### config.mk
export PLATFORM = sky130hd
export DESIGN_NAME = fetch_decode_pipe
export DESIGN_NICKNAME = d
export VERILOG_FILES = /design/src/rtl/fetch_decode_pipe.sv
export SDC_FILE = /design/constraint.sdc
export NUM_CORES = 1
export LEC_CHECK = 0
export CORE_MARGIN = 5
export CORE_UTILIZATION = 48
export CTS_CLUSTER_SIZE = 20
export DETAILED_ROUTE_END_ITERATION = 7
export PLACE_DENSITY = 0.8
export SYNTH_ARGS = -nofsm -noshare
export SYNTH_HDL_FRONTEND = slang
export SYNTH_SLANG_ARGS = --single-unit
### constraint.sdc
create_clock -name clk -period 18.77 [get_ports clk]
set_clock_uncertainty 0.1 [all_clocks]
set_input_delay 3.754 -clock clk [delete_from_list [all_inputs] [get_ports clk]]
set_output_delay 3.754 -clock clk [all_outputs]
set_load 0.005 [all_outputs]
### src/rtl/fetch_decode_pipe.sv
// fetch_decode_pipe: in-order buffer of {code, code_index} entries between
// the fetch and decode stages. It holds up to 'depth' entries, each one
// delivered one cycle after it was accepted. A flush throws away everything
// that is buffered, together with any entry offered on the same edge.
//
// Handshake: an entry moves on a rising edge only when its valid and ready
// are both 1 on that edge, and a producer that has raised valid keeps it
// raised, with the data held stable, until the entry is accepted. in_ready
// and out_valid come only from registered occupancy. in_ready therefore
// never depends on out_ready or in_valid in the same cycle, and out_valid
// never depends on in_valid.
module fetch_decode_pipe #(
  parameter int code_size  = 12,
  parameter int index_size = 32,
  parameter int depth      = 2
) (
  input  logic                         clk,
  input  logic                         reset,
  input  logic                         flush,
  input  logic                         in_valid,
  output logic                         in_ready,
  input  logic [code_size-1:0]         code,
  input  logic [index_size-1:0]        code_index,
  output logic                         out_valid,
  input  logic                         out_ready,
  output logic [code_size-1:0]         code_out,
  output logic [index_size-1:0]        code_index_out,
  output logic [$clog2(depth+1)-1:0]   count
);

  // Occupancy counter width and pointer width. The pointer is at least one
  // bit wide so that depth=1 still has a legal vector.
  localparam int CW = $clog2(depth + 1);
  localparam int PW = (depth > 1) ? $clog2(depth) : 1;
  // Storage is rounded up to a power of two so that every pointer value
  // addresses a real entry. Only entries 0..depth-1 are ever used.
  localparam int MEM_WORDS = 1 << PW;
  localparam logic [PW-1:0] LAST_PTR = PW'(depth - 1);
  localparam logic [CW-1:0] FULL_CNT = CW'(depth);

  logic [CW-1:0] count_q, count_d;
  logic [PW-1:0] wr_ptr_q, wr_ptr_d;
  logic [PW-1:0] rd_ptr_q, rd_ptr_d;

  logic [code_size-1:0]  code_mem  [MEM_WORDS];
  logic [index_size-1:0] index_mem [MEM_WORDS];

  logic push;
  logic pop;

  // Advance a pointer and wrap it after depth-1. This also covers depths
  // that are not a power of two.
  function automatic logic [PW-1:0] next_ptr(input logic [PW-1:0] p);
    next_ptr = (p == LAST_PTR) ? '0 : p + PW'(1);
  endfunction

  // Status flags and qualified transfers. The flags come only from state.
  always_comb begin
    in_ready  = (count_q < FULL_CNT);
    out_valid = (count_q != '0);
    push      = in_valid & in_ready & ~flush;
    pop       = out_valid & out_ready & ~flush;
  end

  // Next-state for occupancy and pointers. A flush empties the buffer and
  // overrides any push or pop on the same edge.
  always_comb begin
    count_d  = count_q;
    wr_ptr_d = wr_ptr_q;
    rd_ptr_d = rd_ptr_q;
    if (flush) begin
      count_d  = '0;
      wr_ptr_d = '0;
      rd_ptr_d = '0;
    end else begin
      if (push) wr_ptr_d = next_ptr(wr_ptr_q);
      if (pop)  rd_ptr_d = next_ptr(rd_ptr_q);
      case ({push, pop})
        2'b10:   count_d = count_q + CW'(1);
        2'b01:   count_d = count_q - CW'(1);
        default: count_d = count_q;
      endcase
    end
  end

  // Control state register. Reset takes priority over flush, push and pop.
  always_ff @(posedge clk) begin
    if (reset) begin
      count_q  <= '0;
      wr_ptr_q <= '0;
      rd_ptr_q <= '0;
    end else begin
      count_q  <= count_d;
      wr_ptr_q <= wr_ptr_d;
      rd_ptr_q <= rd_ptr_d;
    end
  end

  // Entry storage has no reset. The data outputs are masked while the
  // buffer is empty, so stale contents are never visible.
  always_ff @(posedge clk) begin
    if (push && !reset) begin
      code_mem[wr_ptr_q]  <= code;
      index_mem[wr_ptr_q] <= code_index;
    end
  end

  // The head entry is driven only while it is valid, and is zero otherwise.
  always_comb begin
    code_out       = '0;
    code_index_out = '0;
    if (out_valid) begin
      code_out       = code_mem[rd_ptr_q];
      code_index_out = index_mem[rd_ptr_q];
    end
  end

  assign count = count_q;

endmodule
==> reports/results.ini, run 1 <==
[critical_path]
critPathCapture = code_index_out[29]
setup.worst_path.class = reg2out
crit_path_start_kind = flop
cp.required_ns = 14.92
reg2regPathDepth = 5
reg2reg_slack_ns = 16.85
category_of_the_worst_setup_path_capture_point = primary output
timing.critical_path.fanout_max = 23
critical_path.reg2reg.endpoint = count[1]
endpoint_arrival_time_on_the_critical_path_ns = 2.43
startpoint_of_the_lowest_slack_register_to_register_path = count[1]

[power_and_ir_drop]
power_frac_seq = 0.608
finalPower_w = 0.0003828
p_comb_frac = 0.072
total_switching_power_w = 0.00007474
swShare = 0.1953
power_per_cell_area_nw_per_um2 = 79.67
p_leak_nw = 1.505
p_int_w = 0.0003080
share_clk_of_total_power = 0.321
worst_ir_drop_vdd_v = 0.00004475

[timing]
setup_total_neg_slack_ns = 0
setup-violations-final = 0
final_period_minus_worst_setup_slack_ns = 6.287
grt_setup_unrepaired = no
tightest_slew_ns = 1.012
maxSlewViolCount = 0
maxClockFrequency_ghz = 0.1591
post-route-period-util = 0.3349
timing.max_slew.rel_slack = 0.3236
final-hold-violation-count = 0
worst_slack_ns = 12.48

[global_route]
vias_in_the_first_global_route = 2136
globalRoute.totalOverflow = 0
wire_length_of_the_first_global_routing_pass_um = 10540
maximum_number_of_pins_on_one_net_before_global_route_repair = 46
globalRouteTotalUtil = 0.1583
grt_antenna_before_repair = 0

[synthesis]
post_synth_instance_area_sq_um = 3540
ys_warn_count = 0
synth.avg_cell_area_sq_um = 16.62
synth.ff_latch_count = 93
synth.yosys.seq_area_share = 0.7748
yosys.cell_types.count = 19
synth_nets = 263
postSynthCellCount = 213

[placement]
last_weighted_congestion_value_of_the_routability_driven_placer = 0.7261
dp_worst_setup_slack_ns = 12.82
dp.final_hpwl_um = 4594
io_buffer_count = 96
dp_cells = 402

[final_layout]
layout-area-overhead-vs-synth_pct = 35.74
antenna-diode-count = 0
post_layout_nonfiller_instances = 417
mostFrequentLayoutCell = sky130_fd_sc_hd__clkdlybuf4s50_1
share_of_cells_above_drive_strength_1 = 0.06604
layout_common_cells = sky130_fd_sc_hd__clkdlybuf4s50_1, sky130_fd_sc_hd__edfxtp_1, sky130_fd_sc_hd__nor2_1
design.final.nets = 364

[routing]
post_route_drc_violation_count = 0
vias_per_cell = 4.904
detail-route-antenna-nets = 0
drt-initial-drc-count = 83
wl_per_cell_um = 16.24
route.vias.total = 2045
drtPass1Iterations = 4
routed_wirelength_um = 6773

[clock_network]
clk_root_buffer_cell = sky130_fd_sc_hd__clkbuf_8
clockBufferDepth = 2
cts_hold_buffers = 0
cts.sink_count = 93
cts_resized = 0
cts_made_buffers = 9
cts_setup_buffers = 0
h-tree-depth = 3
clock_insertion_delay_worst_skew_ns = 0.34
clk_transition_reported_paths_ns = 0.08
cts_tree = yes

[run]
max_cap_violations = 0

[floorplan]
chip_height_um = 95.88
core_region_area_sq_um = 7214
dieArea_sq_um = 9192
die_width_um = 95.88
top_level_ports = 97
num_rows = 31
initial_utilization = 0.4906

[worst_hold_path]
worstHoldPathType = reg2reg
holdPathStages = 2

[run_status]
outcome = finished, final reports clean

==> registers in the layout, indices dropped and copies added, names as in the netlist, named ones only <==
signal / flops
index_mem: 64
code_mem: 24
count: 2
rd_ptr_q: 1
wr_ptr_q: 1
==> per-layer routing <==
layer,global-route usage,up-vias,wire (um)
met2,0.2837,58,3682
met4,0.06043,0,92
met5,0,-,0
li1,-,984,-
met3,0.05317,9,430
met1,0.1725,994,2567
==> cell families after synthesis <==
group | share of synthesized area
flip-flops | 0.7748
AND/OR/NAND/NOR | 0.06646
AO/OA/AOI/OAI | 0.004950
multiplexers | 0.1244
XOR/XNOR | 0.009899
buffers and inverters | 0.01591
adder cells (fa/ha/maj) | 0.003534
==> worst min-delay path by stage <==
stage | to | slack (ns) | from
2_1_floorplan | flop | 0.42 | rd_ptr_q
3_3_place_gp | rd_ptr_q | 0.44 | rd_ptr_q
3_5_place_dp | rd_ptr_q | 0.45 | rd_ptr_q
4_1_cts | rd_ptr_q | 0.47 | rd_ptr_q
5_1_grt | wr_ptr_q | 0.52 | wr_ptr_q
6_report | rd_ptr_q | 0.47 | rd_ptr_q
==> power by group through the flow <==
stage	registers [W]	clock network, W	logic, W
after floorplan	0.000237	0	0.00000836
after global placement	0.000237	0	0.0000266
after detailed placement	0.000237	0	0.0000278
after CTS	0.000233	0.000126	0.0000279
after global routing	0.000233	0.000134	0.0000298
final	0.000233	0.000123	0.0000274
==> stage by stage <==
| step | hold slack (ns) | utilization | area (sq um) |
|---|---|---|---|
| floorplan | 0.4200 | - | 3540 |
| global placement | 0.4389 | 0.6410 | 4624 |
| detailed placement | 0.4523 | 0.6410 | 4624 |
| CTS | 0.4747 | 0.6660 | 4805 |
| global route | 0.5166 | 0.6660 | 4805 |
| finish | 0.4716 | 0.6660 | 4805 |
==> layout make-up <==
cell class | count | area (sq um)
Clock buffer | 10 | 127.6
Clock inverter | 5 | 52.55
Fill cell | 544 | 2410
Inverter | 2 | 7.507
Multi-Input combinational cell | 108 | 758.2
Sequential cell | 93 | 2744
Tap cell | 99 | 123.9
Timing Repair Buffer | 100 | 991.0
==> synth_stat cells (all sizes together) <==
cell	n	area, sq um
ha	1	12.51
a211oi	1	7.510
or3	1	6.260
nor4b	1	8.760
xor2	2	17.52
clkbuf	1	3.750
nor4	1	6.260
nor2	46	175.2
o21ai	2	10.01
mux2i	44	440.4
buf	9	45.04
edfxtp	88	2643
nor3	4	20.02
inv	2	7.510
dfxtp	5	100.1
xnor2	2	17.52
nand2b	2	12.51
nor2b	1	6.260
==> worst max-delay path: stages (launching register included) <==
cell	delay [ns]
sky130_fd_sc_hd__dfxtp_2	0.79
sky130_fd_sc_hd__buf_4	0.48
sky130_fd_sc_hd__mux2i_1	0.26
sky130_fd_sc_hd__nor2_1	0.07
sky130_fd_sc_hd__clkdlybuf4s50_1	0.49
(Power assumes the default switching activity.)
==> inputs of run 2 (changes only) <==
==> constraint.sdc (replaced) <==
create_clock -name clk -period 6.5 [get_ports clk]
set_clock_uncertainty 0.1 [all_clocks]
set_input_delay 1.3 -clock clk [delete_from_list [all_inputs] [get_ports clk]]
set_output_delay 1.3 -clock clk [all_outputs]
set_load 0.005 [all_outputs]
==> run 2 against run 1 <==
Cell count is 0.24% higher. Critical endpoint is now code_index_out[26]. Total power increased to 2.8 times the previous value. Via count grew 0.29%. Clock power rose to 2.7 times the previous value. Clock-buffer cell count fell by 1. Critical path type unchanged. Die area stayed put. Worst hold slack better by 0.028 ns. Non-clock buffer count grew 1. Highest routed layer unchanged. Sequential share of layout area is essentially flat. Critical path depth did not move. Setup slack worse by 9.9 ns.
==> reports/results.ini, run 2 (same netlist as run 1, synthesis figures left out) <==
[floorplan]
core_region_area_sq_um = 7214  ; unchanged
dieArea_sq_um = 9192  ; unchanged
initial_utilization = 0.4906  ; unchanged
top_level_ports = 97  ; unchanged
num_rows = 31  ; unchanged
die_width_um = 95.88  ; unchanged
chip_height_um = 95.88  ; unchanged

[timing]
worst_slack_ns = 2.626  ; -9.857 ns
final_period_minus_worst_setup_slack_ns = 3.874
setup-violations-final = 0  ; unchanged
maxClockFrequency_ghz = 0.2582
maxSlewViolCount = 0  ; unchanged
timing.max_slew.rel_slack = 0.3223  ; -0.001305
tightest_slew_ns = 1.014  ; +0.001953 ns
grt_setup_unrepaired = no
setup_total_neg_slack_ns = 0  ; unchanged
post-route-period-util = 0.5960
final-hold-violation-count = 0  ; unchanged

[global_route]
vias_in_the_first_global_route = 2189  ; +2.5%
wire_length_of_the_first_global_routing_pass_um = 10430  ; -1.1%
globalRouteTotalUtil = 0.1532  ; -0.005077
maximum_number_of_pins_on_one_net_before_global_route_repair = 46  ; unchanged
grt_antenna_before_repair = 0  ; unchanged
globalRoute.totalOverflow = 0  ; unchanged

[critical_path]
category_of_the_worst_setup_path_capture_point = primary output
timing.critical_path.fanout_max = 23  ; unchanged
cp_slowest_stage_delay_ns = 0.79  ; about the same
worstPathCellList = buf_4 -> mux2i_1 -> nor2_1 -> clkdlybuf4s50_1
critical_path.slowest_cell = sky130_fd_sc_hd__dfxtp_2
crit_buf_inv = 2  ; unchanged
crit_path_start_kind = flop
setup.worst_path.class = reg2out
cp.required_ns = 5.10  ; -9.82 ns
critPathTopFamily = buffers and inverters
endpoint_arrival_time_on_the_critical_path_ns = 2.47  ; +0.04 ns

[clock_network]
clk_transition_reported_paths_ns = 0.08  ; about the same
cts_setup_buffers = 0  ; unchanged
cts.sink_count = 93  ; unchanged
cts_resized = 0  ; unchanged
cts_tree = yes
clock_insertion_delay_worst_skew_ns = 0.34  ; about the same
clk_root_buffer_cell = sky130_fd_sc_hd__clkbuf_8
cts_hold_buffers = 0  ; unchanged
clockBufferDepth = 2  ; unchanged
cts_made_buffers = 9  ; unchanged
h-tree-depth = 3  ; unchanged

[routing]
post_route_drc_violation_count = 0  ; unchanged
route.vias.total = 2051  ; +0.29%
detail-route-antenna-nets = 0  ; unchanged
drtPass1Iterations = 5  ; +1
drt-initial-drc-count = 98  ; +18%
wl_per_cell_um = 16.23  ; about the same
routed_wirelength_um = 6783  ; +0.15%
vias_per_cell = 4.907  ; about the same

[run]
max_cap_violations = 0  ; unchanged

[placement]
last_weighted_congestion_value_of_the_routability_driven_placer = 0.6994  ; -3.7%
dpl_cell_area_sq_um = 4641  ; +0.35%
dp_worst_setup_slack_ns = 2.981  ; -9.835 ns
dp.final_hpwl_um = 4652  ; +1.3%
io_buffer_count = 96  ; unchanged

[power_and_ir_drop]
p_leak_nw = 1.497  ; -0.55%
power_per_cell_area_nw_per_um2 = 224.3  ; +180%
worst_ir_drop_vdd_v = 0.0001080  ; +140%

[final_layout]
share_of_cells_above_drive_strength_1 = 0.07210  ; +0.006063
regMostFlops = index_mem
largest_register_ffs = 64  ; unchanged
design.final.nets = 365  ; +0.27%
layout-area-overhead-vs-synth_pct = 35.77  ; about the same
layout_common_cells = sky130_fd_sc_hd__clkdlybuf4s50_1, sky130_fd_sc_hd__edfxtp_1, sky130_fd_sc_hd__nor2_1
mostFrequentLayoutCell = sky130_fd_sc_hd__clkdlybuf4s50_1
antenna-diode-count = 0  ; unchanged
final_cell_area_sq_um = 4806  ; about the same

[run_status]
outcome = finished, final reports clean

[worst_hold_path]
worstHoldPathType = reg2reg

-- run 2: changes by cell type in the layout (fill, tap and decap cells not counted) --
cell	change
sky130_fd_sc_hd__clkinv_2	-1
sky130_fd_sc_hd__clkinvlp_4	+2
sky130_fd_sc_hd__nor4b_4	+1
sky130_fd_sc_hd__bufinv_16	-1
sky130_fd_sc_hd__buf_4	+1
sky130_fd_sc_hd__clkinv_4	+1
sky130_fd_sc_hd__clkbuf_1	-1
sky130_fd_sc_hd__nor4b_2	-1
-- run 2: worst paths after layout --
kind | start | to | slack (ns) | cells after the start
worst max register to register | count[1] | count[1] | 4.54 | 5
worst min-delay path | wr_ptr_q | wr_ptr_q | 0.50 | 2
worst min register to register | wr_ptr_q | wr_ptr_q | 0.50 | 2
worst max-delay path | flop | code_index_out[26] | 2.63 | 4
-- run 2: power breakdown --
| group | switching (W) | internal (W) | total, W |
|---|---|---|---|
| logic | 0.0000310 | 0.0000488 | 0.0000798 |
| registers | 0.00000452 | 0.000667 | 0.000671 |
| clock network | 0.000190 | 0.000136 | 0.000326 |
| total | 0.000226 | 0.000852 | 0.00108 |
-- run 2: worst reg2reg max path, cell delays in order, from the launching register on --
cell,delay (ns)
sky130_fd_sc_hd__dfxtp_1,0.59
sky130_fd_sc_hd__o21ai_0,0.22
sky130_fd_sc_hd__nor2_1,0.13
sky130_fd_sc_hd__ha_1,0.27
sky130_fd_sc_hd__or3_1,0.36
sky130_fd_sc_hd__a211oi_1,0.22
-- run 2: per-layer routing --
layer / global-route usage / vias up / part of all wire
met3: 0.03206 / 9 / 0.052
li1: - / 989 / -
met2: 0.2548 / 65 / 0.51
met4: 0.06754 / 0 / 0.014
met1: 0.1941 / 988 / 0.43
met5: 0 / - / 0
-- run 2: area by class of cell --
type | instances | area, sq um
Multi-Input combinational cell | 108 | 767.0
Timing Repair Buffer | 101 | 998.5
Tap cell | 99 | 123.9
Clock buffer | 9 | 123.9
Clock inverter | 6 | 41.29
Sequential cell | 93 | 2744
Inverter | 2 | 7.507
Fill cell | 515 | 2409
-- run 2: metrics by stage --
step / hold slack, ns / cells / power (W) / util
finish: 0.4993 / 418 / 0.001078 / 0.6661
detailed placement: 0.4908 / 403 / 0.0007659 / 0.6433
global placement: 0.4334 / 403 / 0.0007626 / 0.6433
global route: 0.5402 / 418 / 0.001118 / 0.6661
floorplan: 0.4200 / 213 / 0.0007091 / -
CTS: 0.5022 / 418 / 0.001091 / 0.6661
==> inputs of run 3 (changes only) <==
--- a/config.mk
+++ b/config.mk
@@ -6,10 +6,10 @@
 export NUM_CORES = 1
 export LEC_CHECK = 0
 export CORE_MARGIN = 5
-export CORE_UTILIZATION = 48
+export CORE_UTILIZATION = 43
 export CTS_CLUSTER_SIZE = 20
 export DETAILED_ROUTE_END_ITERATION = 7
-export PLACE_DENSITY = 0.8
+export PLACE_DENSITY = 0.75
 export SYNTH_ARGS = -nofsm -noshare
 export SYNTH_HDL_FRONTEND = slang
 export SYNTH_SLANG_ARGS = --single-unit
==> constraint.sdc (replaced) <==
create_clock -name clk -period 3.3 [get_ports clk]
set_clock_uncertainty 0.1 [all_clocks]
set_input_delay 0.66 -clock clk [delete_from_list [all_inputs] [get_ports clk]]
set_output_delay 0.66 -clock clk [all_outputs]
set_load 0.005 [all_outputs]
==> run 3 against run 2 <==
Setup slack worse by 2.2 ns. Critical path depth stayed put. Wire length decreased by 4.8%. Global-route usage is 2.3 points lower. First-iteration DRC count shrank 10%. Largest cell class unchanged. Largest power group unchanged.
==> reports/results.ini, run 3 (same netlist as run 1, synthesis figures left out) <==
[critical_path]
startpoint_of_the_lowest_slack_register_to_register_path = count[1]
critical_path.reg2reg.endpoint = count[1]
cp.required_ns = 2.54  ; -2.56 ns
worstPathCellList = buf_4 -> mux2i_1 -> nor2_1 -> clkdlybuf4s50_1
timing.critical_path.fanout_max = 17  ; -26%
critical_path.slowest_cell = sky130_fd_sc_hd__dfxtp_2
critPathTopFamily = buffers and inverters
endpoint_arrival_time_on_the_critical_path_ns = 2.11  ; -0.36 ns
reg2reg_slack_ns = 1.31  ; -3.23 ns
cp_slowest_stage_delay_ns = 0.70  ; -0.09 ns
setup.worst_path.class = reg2out
category_of_the_worst_setup_path_capture_point = primary output
crit_path_start_kind = flop
reg2regPathDepth = 5  ; unchanged
crit_buf_inv = 2  ; unchanged

[timing]
grt_setup_unrepaired = no
tightest_slew_ns = 0.5654  ; -0.4487 ns
maxSlewViolCount = 0  ; unchanged
post-route-period-util = 0.8693
setup-violations-final = 0  ; unchanged
maxClockFrequency_ghz = 0.3486
setup_total_neg_slack_ns = 0  ; unchanged
final_hold_slack_ns = 0.5016  ; +0.002349 ns
final-hold-violation-count = 0  ; unchanged
final_period_minus_worst_setup_slack_ns = 2.869
timing.max_slew.rel_slack = 0.6230  ; +0.3007

[clock_network]
clk_root_buffer_cell = sky130_fd_sc_hd__clkbuf_8
cts_hold_buffers = 0  ; unchanged
clock_insertion_delay_worst_skew_ns = 0.34  ; about the same
cts_made_buffers = 9  ; unchanged
clockBufferDepth = 2  ; unchanged
cts.sink_count = 93  ; unchanged
cts_setup_buffers = 0  ; unchanged
cts_tree = yes
cts_resized = 0  ; unchanged
clk_transition_reported_paths_ns = 0.09  ; about the same
h-tree-depth = 3  ; unchanged

[run_status]
outcome = finished, final reports clean

[routing]
route.vias.total = 2069  ; +0.88%
drtPass1Iterations = 4  ; -1
vias_per_cell = 4.834  ; -1.5%
wl_per_cell_um = 15.09  ; -7.0%
post_route_drc_violation_count = 0  ; unchanged
detail-route-antenna-nets = 0  ; unchanged
routed_wirelength_um = 6460  ; -4.8%
drt-initial-drc-count = 88  ; -10%

[worst_hold_path]
hp-start = rd_ptr_q
holdPathStages = 2  ; unchanged
worstHoldEndpoint = rd_ptr_q
worstHoldPathType = reg2reg

[floorplan]
core_region_area_sq_um = 8134  ; +13%
initial_utilization = 0.4352  ; -0.05547
chip_height_um = 100.7  ; +5.1%
num_rows = 33  ; +6.5%
top_level_ports = 97  ; unchanged
die_width_um = 100.7  ; +5.1%
dieArea_sq_um = 10150  ; +10%

[global_route]
vias_in_the_first_global_route = 2100  ; -4.1%
wire_length_of_the_first_global_routing_pass_um = 10010  ; -4.0%
maximum_number_of_pins_on_one_net_before_global_route_repair = 30  ; -35%
globalRouteTotalUtil = 0.1299  ; -0.02335
globalRoute.totalOverflow = 0  ; unchanged
grt_antenna_before_repair = 0  ; unchanged

[placement]
dp.final_hpwl_um = 4387  ; -5.7%
io_buffer_count = 96  ; unchanged
last_weighted_congestion_value_of_the_routability_driven_placer = 0.7177  ; +2.6%

[final_layout]
antenna-diode-count = 0  ; unchanged
layout-area-overhead-vs-synth_pct = 38.35
mostFrequentLayoutCell = sky130_fd_sc_hd__clkdlybuf4s50_1
largest_register_ffs = 64  ; unchanged
regMostFlops = index_mem
layout_common_cells = sky130_fd_sc_hd__clkdlybuf4s50_1, sky130_fd_sc_hd__edfxtp_1, sky130_fd_sc_hd__nor2_1
share_of_cells_above_drive_strength_1 = 0.08669  ; +0.01459
fillers = 631  ; +23%
design.final.nets = 368  ; +0.82%

[power_and_ir_drop]
power_per_cell_area_nw_per_um2 = 457.5  ; +100%
worst_ir_drop_vdd_v = 0.0002546  ; +140%
p_leak_nw = 1.530  ; +2.2%

[run]
max_cap_violations = 0  ; unchanged

-- run 3: worst max path at each step --
stage	endpoint	depth (start not counted)	slack (ns)	startpoint
after global placement	count[1]	6	0.63	flush
after detailed placement	count[1]	6	0.56	flush
after floorplan	code_mem[1][0]	2	0.40	flush
after global routing	code_index_out[24]	4	0.26	flop
after CTS	code_index_out[24]	4	0.37	flop
final	code_index_out[17]	4	0.43	flop
-- run 3: layout make-up --
| type | count | area (sq um) | area share |
|---|---|---|---|
| Clock inverter | 7 | 81.33 | 0.01661 |
| Sequential cell | 93 | 2744 | 0.5603 |
| Multi-Input combinational cell | 108 | 775.7 | 0.1584 |
| Timing Repair Buffer | 104 | 1033 | 0.2110 |
| Inverter | 2 | 7.507 | 0.001533 |
| Clock buffer | 9 | 123.9 | 0.02529 |
| Tap cell | 105 | 131.4 | 0.02683 |
-- run 3: tightest hold or removal path: stages, from the launching register on --
cell,delay (ns)
sky130_fd_sc_hd__dfxtp_1,0.34
sky130_fd_sc_hd__xor2_1,0.08
sky130_fd_sc_hd__nor3_1,0.14
-- run 3: stage by stage --
step / area [sq um] / worst slack, ns / power, W / instances / utilization
6_report: 4897 / 0.4313 / 0.002241 / 428 / 0.6021
5_1_grt: 4897 / 0.2569 / 0.002334 / 428 / 0.6021
4_1_cts: 4897 / 0.3725 / 0.002265 / 428 / 0.6021
3_5_place_dp: 4692 / 0.5588 / 0.001510 / 412 / 0.5768
3_3_place_gp: 4692 / 0.6330 / 0.001506 / 412 / 0.5768
2_1_floorplan: 3570 / 0.3998 / 0.001397 / 213 / -
-- run 3: layer usage --
| metal | global-route usage | share of wire |
|---|---|---|
| met5 | 0 | 0 |
| met4 | 0.04974 | 0.012 |
| met3 | 0.04152 | 0.073 |
| met2 | 0.2228 | 0.51 |
| met1 | 0.1514 | 0.40 |
-- run 3: power breakdown --
| group | switching [W] | total [W] | internal [W] |
|---|---|---|---|
| clock | 0.000399 | 0.000759 | 0.000360 |
| combinational | 0.0000608 | 0.000159 | 0.0000983 |
| sequential | 0.00000837 | 0.00132 | 0.00131 |
| total | 0.000468 | 0.00224 | 0.00177 |
